$ cat config.mk
export PLATFORM = sky130hd
export DESIGN_NAME = lock_sequencer
export DESIGN_NICKNAME = d
export VERILOG_FILES = /design/src/rtl/lock_sequencer.sv
export SDC_FILE = /design/constraint.sdc
export NUM_CORES = 1
export LEC_CHECK = 0
export BUFFER_PORTS_ARGS = -buffer_cell sky130_fd_sc_hd__buf_2
export CAP_MARGIN = 25
export CORE_ASPECT_RATIO = 0.75
export CORE_MARGIN = 5
export CORE_UTILIZATION = 65
export DETAILED_ROUTE_END_ITERATION = 6
export PLACE_DENSITY = 0.82
export SYNTH_ARGS = -nofsm -noshare
export SYNTH_HDL_FRONTEND = slang
export SYNTH_SLANG_ARGS = --single-unit
$ cat constraint.sdc
create_clock -name clk -period 8 [get_ports clk]
set_clock_uncertainty 0.2 [all_clocks]
set_input_delay 0.4 -clock clk [delete_from_list [all_inputs] [get_ports clk]]
set_output_delay 0.4 -clock clk [all_outputs]
set_load 0.1 [all_outputs]
$ cat src/rtl/lock_sequencer.sv
// Lock state machine shared by the UART and keypad command sources: servo position,
// settle/hold timing, failed-authentication lockout and buzzer (beeps and alarm).
module lock_sequencer #(
    parameter int unsigned SETTLE_CYC     = 25_000_000,
    parameter int unsigned OPEN_HOLD_CYC  = 500_000_000,
    parameter int unsigned BEEP_CYC       = 10_000_000,
    parameter int unsigned MAX_FAIL       = 3,
    parameter int unsigned LOCKOUT_CYC    = 1_500_000_000,
    parameter int unsigned ALARM_HALF_CYC = 5_000_000
) (
    input  logic       clk,
    input  logic       rst,
    input  logic       cmd_open,
    input  logic       cmd_close,
    input  logic       auth_fail,
    output logic       pos_sel,
    output logic       buzzer,
    output logic       busy,
    output logic       lockout,
    output logic [2:0] state_o
);

    function automatic int unsigned max2(input int unsigned a, input int unsigned b);
        return (a > b) ? a : b;
    endfunction

    localparam int unsigned MAX_CYC = max2(max2(max2(SETTLE_CYC, OPEN_HOLD_CYC),
                                                max2(BEEP_CYC, LOCKOUT_CYC)), ALARM_HALF_CYC);
    localparam int TW = $clog2(MAX_CYC) + 1;
    localparam int FW = (MAX_FAIL > 1) ? $clog2(MAX_FAIL + 1) : 1;

    localparam logic [TW-1:0] SETTLE_LAST  = TW'(SETTLE_CYC - 1);
    localparam logic [TW-1:0] HOLD_LAST    = TW'(OPEN_HOLD_CYC - 1);
    localparam logic [TW-1:0] LOCKOUT_LAST = TW'(LOCKOUT_CYC - 1);
    localparam logic [TW-1:0] HALF_LAST    = TW'(ALARM_HALF_CYC - 1);
    localparam logic [TW-1:0] BEEP_LEN     = TW'(BEEP_CYC);
    localparam logic [FW-1:0] FAIL_LAST    = FW'(MAX_FAIL - 1);

    typedef enum logic [2:0] {
        LOCKED  = 3'd0,
        OPENING = 3'd1,
        OPEN    = 3'd2,
        CLOSING = 3'd3,
        LOCKOUT = 3'd4
    } state_t;

    state_t        state, state_n;
    logic [TW-1:0] tmr, tmr_n;
    // Beep cycles remaining outside LOCKOUT; alarm half-period phase inside it.
    logic [TW-1:0] buz_cnt, buz_cnt_n;
    logic [FW-1:0] fail_cnt, fail_cnt_n;
    logic          buzzer_n;

    always_comb begin
        state_n    = state;
        tmr_n      = tmr + TW'(1);
        fail_cnt_n = fail_cnt;
        case (state)
            LOCKED: begin
                if (cmd_open) begin
                    state_n    = OPENING;
                    fail_cnt_n = '0;
                end else if (auth_fail) begin
                    if (fail_cnt >= FAIL_LAST) begin
                        state_n    = LOCKOUT;
                        fail_cnt_n = '0;
                    end else begin
                        fail_cnt_n = fail_cnt + FW'(1);
                    end
                end
            end
            OPENING: if (tmr == SETTLE_LAST) state_n = OPEN;
            OPEN: begin
                if (cmd_close)              state_n = CLOSING;
                else if (cmd_open)          tmr_n   = '0;
                else if (tmr == HOLD_LAST)  state_n = CLOSING;
            end
            CLOSING: if (tmr == SETTLE_LAST)  state_n = LOCKED;
            LOCKOUT: if (tmr == LOCKOUT_LAST) state_n = LOCKED;
            default: state_n = LOCKED;
        endcase
        if (state_n != state) tmr_n = '0;

        buz_cnt_n = '0;
        buzzer_n  = 1'b0;
        if (state_n == LOCKOUT) begin
            if (state != LOCKOUT) begin
                buzzer_n = 1'b1;
            end else if (buz_cnt == HALF_LAST) begin
                buzzer_n = ~buzzer;
            end else begin
                buz_cnt_n = buz_cnt + TW'(1);
                buzzer_n  = buzzer;
            end
        end else if (state != LOCKOUT) begin
            if (state_n != state && (state_n == OPENING || state_n == CLOSING))
                buz_cnt_n = BEEP_LEN;
            else if (buz_cnt != '0)
                buz_cnt_n = buz_cnt - TW'(1);
            buzzer_n = (buz_cnt_n != '0);
        end
    end

    always_ff @(posedge clk or negedge rst) begin
        if (!rst) begin
            state    <= LOCKED;
            tmr      <= '0;
            buz_cnt  <= '0;
            fail_cnt <= '0;
            pos_sel  <= 1'b0;
            buzzer   <= 1'b0;
            busy     <= 1'b0;
            lockout  <= 1'b0;
        end else begin
            state    <= state_n;
            tmr      <= tmr_n;
            buz_cnt  <= buz_cnt_n;
            fail_cnt <= fail_cnt_n;
            pos_sel  <= (state_n == OPENING) || (state_n == OPEN);
            buzzer   <= buzzer_n;
            busy     <= (state_n == OPENING) || (state_n == CLOSING) || (state_n == LOCKOUT);
            lockout  <= (state_n == LOCKOUT);
        end
    end

    assign state_o = state;

endmodule
; After elaboration in Yosys (flattened, before gate mapping)
; Cells that the tools add are included.
[word_totals]
inputBits = 5
out_inout_bits = 7
regBits = 73
elab_cells = 67
[classes]
n_bitwise = 1
n_eq_ne = 15
n_lt_le_gt_ge = 1
n_addsub = 4
n_mux = 29
n_reduce_logical = 9
[ops]
columns = cell, n
row1 = $mux 32, 12
row2 = $add 32x1->32 const B, 2
row3 = $reduce_bool 32->1, 2
row4 = $eq 32x23->1 const B, 1
row5 = $eq 32x25->1 const B, 1
row6 = $eq 32x29->1 const B, 1
row7 = $eq 32x31->1 const B, 1
row8 = $sub 32x1->32 const B, 1
row9 = $mux 3, 9
row10 = $pmux 3 s5, 1
row11 = $eq 3x2->1 const B, 4
row12 = $eq 3x1->1 const B, 2
row13 = $eq 3x3->1 const B, 2
row14 = $mux 2, 3
row15 = $mux 1, 4
row16 = $logic_not 3->1, 1
row17 = $logic_or 1x1->1, 3
row18 = $ne 3x1->1 const B, 1
row19 = $ne 3x3->1, 1
row20 = $ne 3x3->1 const B, 1
row21 = $add 2x1->2 const B, 1
row22 = $ge 2x2->1 const B, 1
row23 = $reduce_and 2->1, 1
row24 = $reduce_bool 2->1, 1
row25 = 2 further kinds, 2

; Logic depth before layout (Yosys ltp)
; Gate-level depths: netlist of the first run.
[logic_depth]
word_depth = 14
mapped_depth = 10
depth_no_buf = 8

; Least setup slack after synthesis of the first run
; Ideal clock, no wire load.
[synth_timing]
path_kind = register -> register
from = register state[2], in the netlist state_o[2]
to = register buz_cnt[21]
arrival_time_ns = 2.956
required_time_ns = 7.667
setup_slack_ns = 4.711
setup_time_ns = 0.133
stages_incl_launch_ff = 8
synth_period_minus_slack_ns = 3.289
cell_sequence = dfrtp_1 or4b_1 or4b_1 o41ai_2 a21boi_1 buf_2 a221oi_1 a21oi_1
[synth_via]
elab_chain_cells = 12
elab_cells_between_ends = 28
cone_classes = eq/ne: 9 / mux: 16 / reduce/logical: 3
[synth_rtl]
columns = item, line_no
row1 = start: declaration, 47  ; state_t state, state_n;
row2 = start signal: assignment, 115  ; state <= state_n;
row3 = $mux 3 (on tied branches), "76, 64"
row4 = $mux 3 (on tied branches), "75, 63"
row5 = $mux 3 (on tied branches), "74, 60"
row6 = $pmux 3 s5, 58  ; case (state)
row7 = $eq 3x1->1 or $eq 3x2->1 (tied branches), 96  ; if (state_n != state && (state_n == OPENING || state_n == CLOSING))
row8 = $logic_or 1x1->1, 96
row9 = $logic_and 1x1->1, 96
row10 = $mux 32, 96
row11 = $mux 32, 95  ; end else if (state != LOCKOUT) begin
row12 = $mux 32, 86  ; if (state_n == LOCKOUT) begin
row13 = $mux 32, 95
row14 = $mux 32 (*), 86
row15 = net buz_cnt_n[21], 50  ; logic [TW-1:0] buz_cnt, buz_cnt_n;
row16 = end signal: assignment, 117  ; buz_cnt <= buz_cnt_n;
row17 = end: declaration, 50
; Mark *: on every way through the listed nets, which the timed path passes. The rest lies on a longest branch. The select of a mux whose other input is x is not followed.
; A chain may end at the register's enable or synchronous reset.

; Worst setup path in the final report of the first run
[layout_timing]
from = register state[2], in the netlist state_o[2]
to = register buz_cnt[20]
; Same word-level chain as after synthesis.

==> results of run 1 <==
## flip-flops by register name, summed over array words and instances, names as in the netlist
name / cells
buz_cnt: 32
tmr: 32
state_o: 3
fail_cnt: 2
busy: 1
buzzer: 1
lockout: 1
pos_sel: 1
## per-layer routing
| metal | global-route usage, % | vias to the layer above | part of all wire (%) |
|---|---|---|---|
| met5 | 0 | - | 0 |
| met4 | 8.83 | 0 | 1.8 |
| met3 | 6.84 | 33 | 11 |
| met2 | 40.1 | 289 | 42 |
| met1 | 47.2 | 2178 | 44 |
| li1 | - | 2071 | - |
## through the flow
| step | hold slack (ns) | util (%) | cell area, µm² | setup WS, ns | cells |
|---|---|---|---|---|---|
| 2_1_floorplan | -0.0956 | - | 4840 | 4.71 | 557 |
| 3_3_place_gp | 0.274 | 67.5 | 4920 | 4.74 | 642 |
| 3_5_place_dp | 0.290 | 67.6 | 4930 | 4.65 | 643 |
| 4_1_cts | 0.00954 | 70.7 | 5160 | 4.62 | 659 |
| 5_1_grt | 0.175 | 71.2 | 5200 | 4.38 | 661 |
| 6_report | 0.152 | 71.2 | 5200 | 4.49 | 661 |
## worst paths after layout
| check | startpoint | endpoint | slack [ns] |
|---|---|---|---|
| max | state_o[2] | buz_cnt[20] | 4.49 |
| min | cmd_open | fail_cnt[0] | 0.15 |
| max reg2reg | state_o[2] | buz_cnt[20] | 4.49 |
| min reg2reg | tmr[0] | tmr[0] | 0.30 |
| max in group asynchronous | rst | tmr[7] | 6.89 |
| min in group asynchronous | rst | tmr[23] | 0.18 |
## cell usage after synthesis (7+ instances only)
library cell  count
and3_1           12
nand3_1          27
nor4_1           16
inv_1            13
o22a_1            9
clkbuf_1         25
dfrtp_1          73
nand2_1          34
xnor2_1          23
a221oi_1         12
nand4_1          22
a21oi_1          22
nor3_1           19
o21ai_0          17
xor2_1           29
nor2_1           69
or2_2             7
## repair_timing
action | in CTS | in global routing
hold buffers | 0 | 1
endpoints found under the hold margin | 0 | 73
setup endpoints to repair | 0 | 0
## worst register-to-register path, delay by kind of cell (launching register included)
family	cells	cell delay, ns
flip-flops	1	0.56
AO/OA/AOI/OAI	3	0.86
AND/OR/NAND/NOR	3	1.81
## kinds of logic after synthesis
logic type | count (synthesis)
buffers and inverters | 48
DFF | 73
adders and majority gates | 4
xor gates and xnor gates | 52
and+or+nand+nor | 261
muxes | 5
AOI/OAI and AO/OA | 114
## cells in the final DEF, fill, tap and decap left out, drive strengths merged, types with 7 or more instances in the layout
cell / n
dfrtp: 73
nor2: 69
nand2: 34
xor2: 29
nand3: 27
xnor2: 23
nand4: 22
a21oi: 22
buf: 21
nor3: 20
o21ai: 19
nor4: 17
inv: 13
and3: 12
a221oi: 12
clkbuf: 10
o22a: 9
or2: 7
o22ai: 7
## cell type report
class                      instances  area share [%]
multi-input combinational        436            54.0
sequential                        73            35.2
timing repair buffer              22            3.08
clock buffer                      10            2.65
tap                              101            2.43
clock inverter                     6            1.76
inverter                          13           0.939
## power groups by stage
stage	combinational (W)	sequential [W]	clock [W]
2_1_floorplan	0.000306	0.000501	0
3_3_place_gp	0.000319	0.000555	0
3_5_place_dp	0.000330	0.000562	0
4_1_cts	0.000331	0.000554	0.000342
5_1_grt	0.000376	0.000571	0.000358
6_report	0.000340	0.000559	0.000341
==> flow_metrics.tcl, run 1 <==
set metrics [dict create \
    ys_seq_area_share_pct 37.7 \
    fin_crit_ns 3.51 \
    clk_pin_slew_ns 0.09 \
    clock_latency_ns 0.36 \
    yosys.area_share.simple_pct 29.4 \
    arrival_ns 3.59 \
    cts_max_path_buffers 2 \
    cp-start-kind "register" \
    yosysUniqueCellTypes 65 \
    reg2reg_depth 6 \
    wl_per_cell_um 19.9 \
    diodes 0 \
    p_sw_w 0.000481 \
    finalSetupViolCount 0 \
    synth-edff-count 0 \
    initialDrtViolationCount 677 \
    synth_top_family_by_area "simple AND/OR/NAND/NOR gates" \
    coreArea_um2 7300 \
    synth_cells 557 \
    critPathMaxFanout 16 \
    start_util_pct 66.4 \
    relSlewSlack_pct 26.7 \
    overflow 0 \
    routed_wl_mm 13.1 \
    post_cts_buffers 0 \
    htreeDepth 3 \
    crit_slowest_cell "nor2_1" \
    endpoint_kind "register" \
    ys_ff_latch 73 \
    status "finished clean" \
    rsz0062_at_grt "false" \
    max_cap_viol_count 0 \
    path_class "reg -> reg" \
    synthAdderAreaFrac_pct 1.03 \
    synthXorXnorAreaFrac_pct 9.40 \
    die_y_um 84.8 \
    gp_routability_congestion 1.08 \
    clock-sinks 73 \
    slew_viol_final 0 \
    numPortBuffers 11 \
    area_growth_pct 7.26 \
    fmax_mhz 285 \
    swShare_pct 38.8 \
    ir_worst_vdd_mv 0.181 \
    worst_pin_slew_ns 1.10 \
    die_w_um 110 \
    cts_made_buffers 9 \
    power.share.combinational_pct 27.4 \
    dp_hpwl_mm 8.95 \
    path_cells "or4b_1 > or4b_1 > o41a_1 > nor2_1 > o21ai_0 > o21ai_0" \
    max_stage_delay_ns 0.65 \
    nFillCells 572 \
    vias_per_cell 6.92 \
    hp-class "in -> reg" \
    netlist_area_um2 4840 \
    cts_root_buf "clkbuf_8" \
    cp.required_ns 8.08 \
    power_density_nw_per_um2 239 \
    hold_depth 2 \
    post_cts_resized 0 \
    dieArea_um2 9300 \
    synth_mux_area_share_pct 1.06 \
    ios 12 \
    p_seq_share_pct 45.1 \
    yosysTopAreaCell "dfrtp_1" \
    grt_pass1_vias 4157 \
    async_flop_share_pct 100 \
    synth_compound_area_share_pct 16.9 \
    grt.total_usage_pct 29.9 \
    antenna_left 0 \
    synth.top_cell.area_share_pct 37.7 \
    rows 27 \
    regArea_um2 1830 \
    p_leak_nw 2.05 \
    power_w 0.00124 \
    hold_viol 0 \
    cts_tree "done" \
    ys.warnings.count 0 \
    timing.final.crit_share_pct 43.9 \
    grt_start_max_net_pins 74 \
    path_depth 6 \
    syn_avg_cell_area_um2 8.70 \
    grt_pass1_wl_mm 21.7 \
    multi_input_area_um2 2810 \
    drc 0 \
    first_pass_iters 6 \
    critPathBufInv 0 \
    fin_nets 564 \
    ys_top_cells_by_area "dfrtp_1, nor2_1, xor2_1" \
    num_vias 4571 \
    crit_family "simple AND/OR/NAND/NOR gates" \
    finalSetupTns_ns 0 \
    final_layout_size_suffix_gt1_share_pct 9.46 \
    antenna_found_initial 0 \
    synthesis.nets 566 \
    clkPwrFrac_pct 27.5 \
    p_int_w 0.000759 \
    ys.flop_type "dfrtp_1" \
]
No activity file was read; power rests on OpenSTA's default activity.
==> run 2: changes to the inputs <==
- CORE_UTILIZATION: 65 -> 63
- PLACE_DENSITY: 0.82 -> 0.8
- clock period: 8 -> 3.25 ns (I/O delays scaled with it)
==> run 2 against run 1 <==
Non-clock buffer count rose by 32. Combinational power rose to 3.2 times the previous value. Final area rose by 4.2%. Core utilization rose by 1.7 points. Wire length rose by 3.0%. Global-route usage fell by 0.86 points. Die area rose by 2.8%. Clock power rose by 96%. First-iteration DRC count rose by 25%. Critical path depth rose by 2. Largest cell class unchanged.
==> flow_metrics.tcl, run 2 (synthesis results as in run 1) <==
set metrics [dict create \
    antenna_left 0 \
    clk_pin_slew_ns 0.08 \
    grt_pass1_vias 4315 \
    clock-sinks 73 \
    use_met1_pct 43.9 \
    start_util_pct 65.2 \
    clock_latency_ns 0.36 \
    area_growth_pct 11.8 \
    die_w_um 111 \
    crit_slowest_cell "or4_4" \
    power_density_nw_per_um2 559 \
    finalSetupTns_ns 0 \
    crit_family "compound AO/OA/AOI/OAI gates" \
    cts_made_buffers 9 \
    relSlewSlack_pct 37.1 \
    path_cells "ha_1 > nand4_1 > or4_4 > o41a_1 > o21ai_1 > buf_12 > a2bb2oi_1 > mux2i_1" \
    overflow 0 \
    path_class "reg -> reg" \
    placedCellCount 672 \
    final_layout_size_suffix_gt1_share_pct 14.2 \
    rsz0062_at_grt "false" \
    power.share.combinational_pct 35.7 \
    ios 12 \
    fin_crit_ns 3.14 \
    grt.busiest_layer "met1" \
    p_seq_share_pct 42.3 \
    dp_hpwl_mm 9.54 \
    hold_viol 0 \
    hp-class "in -> reg" \
    final_cell_mix "dfrtp_1, nor2_1, buf_4" \
    p_sw_w 0.00121 \
    vias_per_cell 6.84 \
    final_common_cell "dfrtp_1" \
    cp-start-kind "register" \
    routed_wl_mm 13.5 \
    grt_pass1_wl_mm 22.4 \
    coreArea_um2 7430 \
    antenna_found_initial 0 \
    nFillCells 553 \
    drc 0 \
    endpoint_kind "register" \
    max_stage_delay_ns 0.66 \
    cts_tree "done" \
    cts_max_path_buffers 2 \
    p_int_w 0.00181 \
    numPortBuffers 11 \
    diodes 0 \
    die_y_um 85.9 \
    initialDrtViolationCount 843 \
    reg2reg_slack_ns 0.11 \
    grt.total_usage_pct 29.0 \
    first_pass_iters 5 \
    critPathMaxFanout 20 \
    regArea_um2 1830 \
    fin_nets 596 \
    use_met3_pct 7.97 \
    num_vias 4741 \
    arrival_ns 3.18 \
    dieArea_um2 9560 \
    use_met2_pct 40.6 \
    stdcell_count 693 \
    p_leak_nw 2.18 \
    multi_input_area_um2 2820 \
    timing.final.crit_share_pct 96.7 \
    cts_root_buf "clkbuf_8" \
    rows 27 \
    cp.required_ns 3.29 \
    finalSetupViolCount 0 \
    gp_routability_congestion 0.942 \
    max_cap_viol_count 0 \
    wl_per_cell_um 19.5 \
    htreeDepth 3 \
    slew_viol_final 0 \
    clkPwrFrac_pct 22.0 \
    critPathBufInv 1 \
    swShare_pct 40.1 \
    worst_pin_slew_ns 0.943 \
    ir_worst_vdd_mv 0.347 \
    fmax_mhz 318 \
    grt_start_max_net_pins 74 \
    status "finished clean" \
]
[run 2: path summary, 6_finish.rpt]
path / cells after the start / endpoint / startpoint
worst max-delay path: 8 / buz_cnt[26] / tmr[0]
min in group asynchronous: 2 / tmr[18] / rst
worst max register to register: 8 / buz_cnt[26] / tmr[0]
worst min-delay path: 4 / fail_cnt[1] / auth_fail
worst min register to register: 1 / tmr[0] / tmr[0]
max in group asynchronous: 2 / state_o[2] / rst
[run 2: layout make-up]
class,count,share of cell area (%)
multi-input cells,436,52.0
inverters,13,0.901
clock buffers,10,2.54
clock inverters,6,0.809
flip-flops and latches,73,33.8
repair buffers,54,7.62
well taps,101,2.33
[run 2: stage by stage]
stage	worst slack (ns)	cell area, µm²	power, W	hold WS [ns]	util [%]
final	0.106	5420	0.00303	0.0595	72.9
after global routing	0.00253	5420	0.00322	0.0775	72.9
after CTS	0.0743	5390	0.00300	0.0475	72.5
after detailed placement	0.0898	5170	0.00232	0.153	69.6
after global placement	0.253	5170	0.00228	0.150	69.6
after floorplan	0.176	4850	0.00199	-0.333	-
[run 2: routing by layer]
metal	routed length, µm	vias up
met2	5590	310
met1	6010	2250
met5	0	-
met4	259	0
met3	1670	40
li1	-	2141
[run 2: tightest hold or removal path, stage by stage]
cell     delay, ns
buf_2         0.11
inv_1         0.08
a22oi_1       0.09
o21ai_0       0.15
[run 2: power groups by stage]
| stage | combinational, W | clock [W] | sequential [W] |
|---|---|---|---|
| after floorplan | 0.000753 | 0 | 0.00123 |
| after global placement | 0.000999 | 0 | 0.00128 |
| after detailed placement | 0.00103 | 0 | 0.00129 |
| after CTS | 0.00105 | 0.000673 | 0.00127 |
| after global routing | 0.00118 | 0.000728 | 0.00130 |
| final | 0.00108 | 0.000667 | 0.00128 |
[run 2: timing repair]
action / in CTS / in global routing
setup buffers: 0 / 2
endpoints found under the hold margin: 75 / 0
gates resized for setup: 0 / 2
endpoints found under the setup margin: 0 / 11
hold buffers: 3 / 0
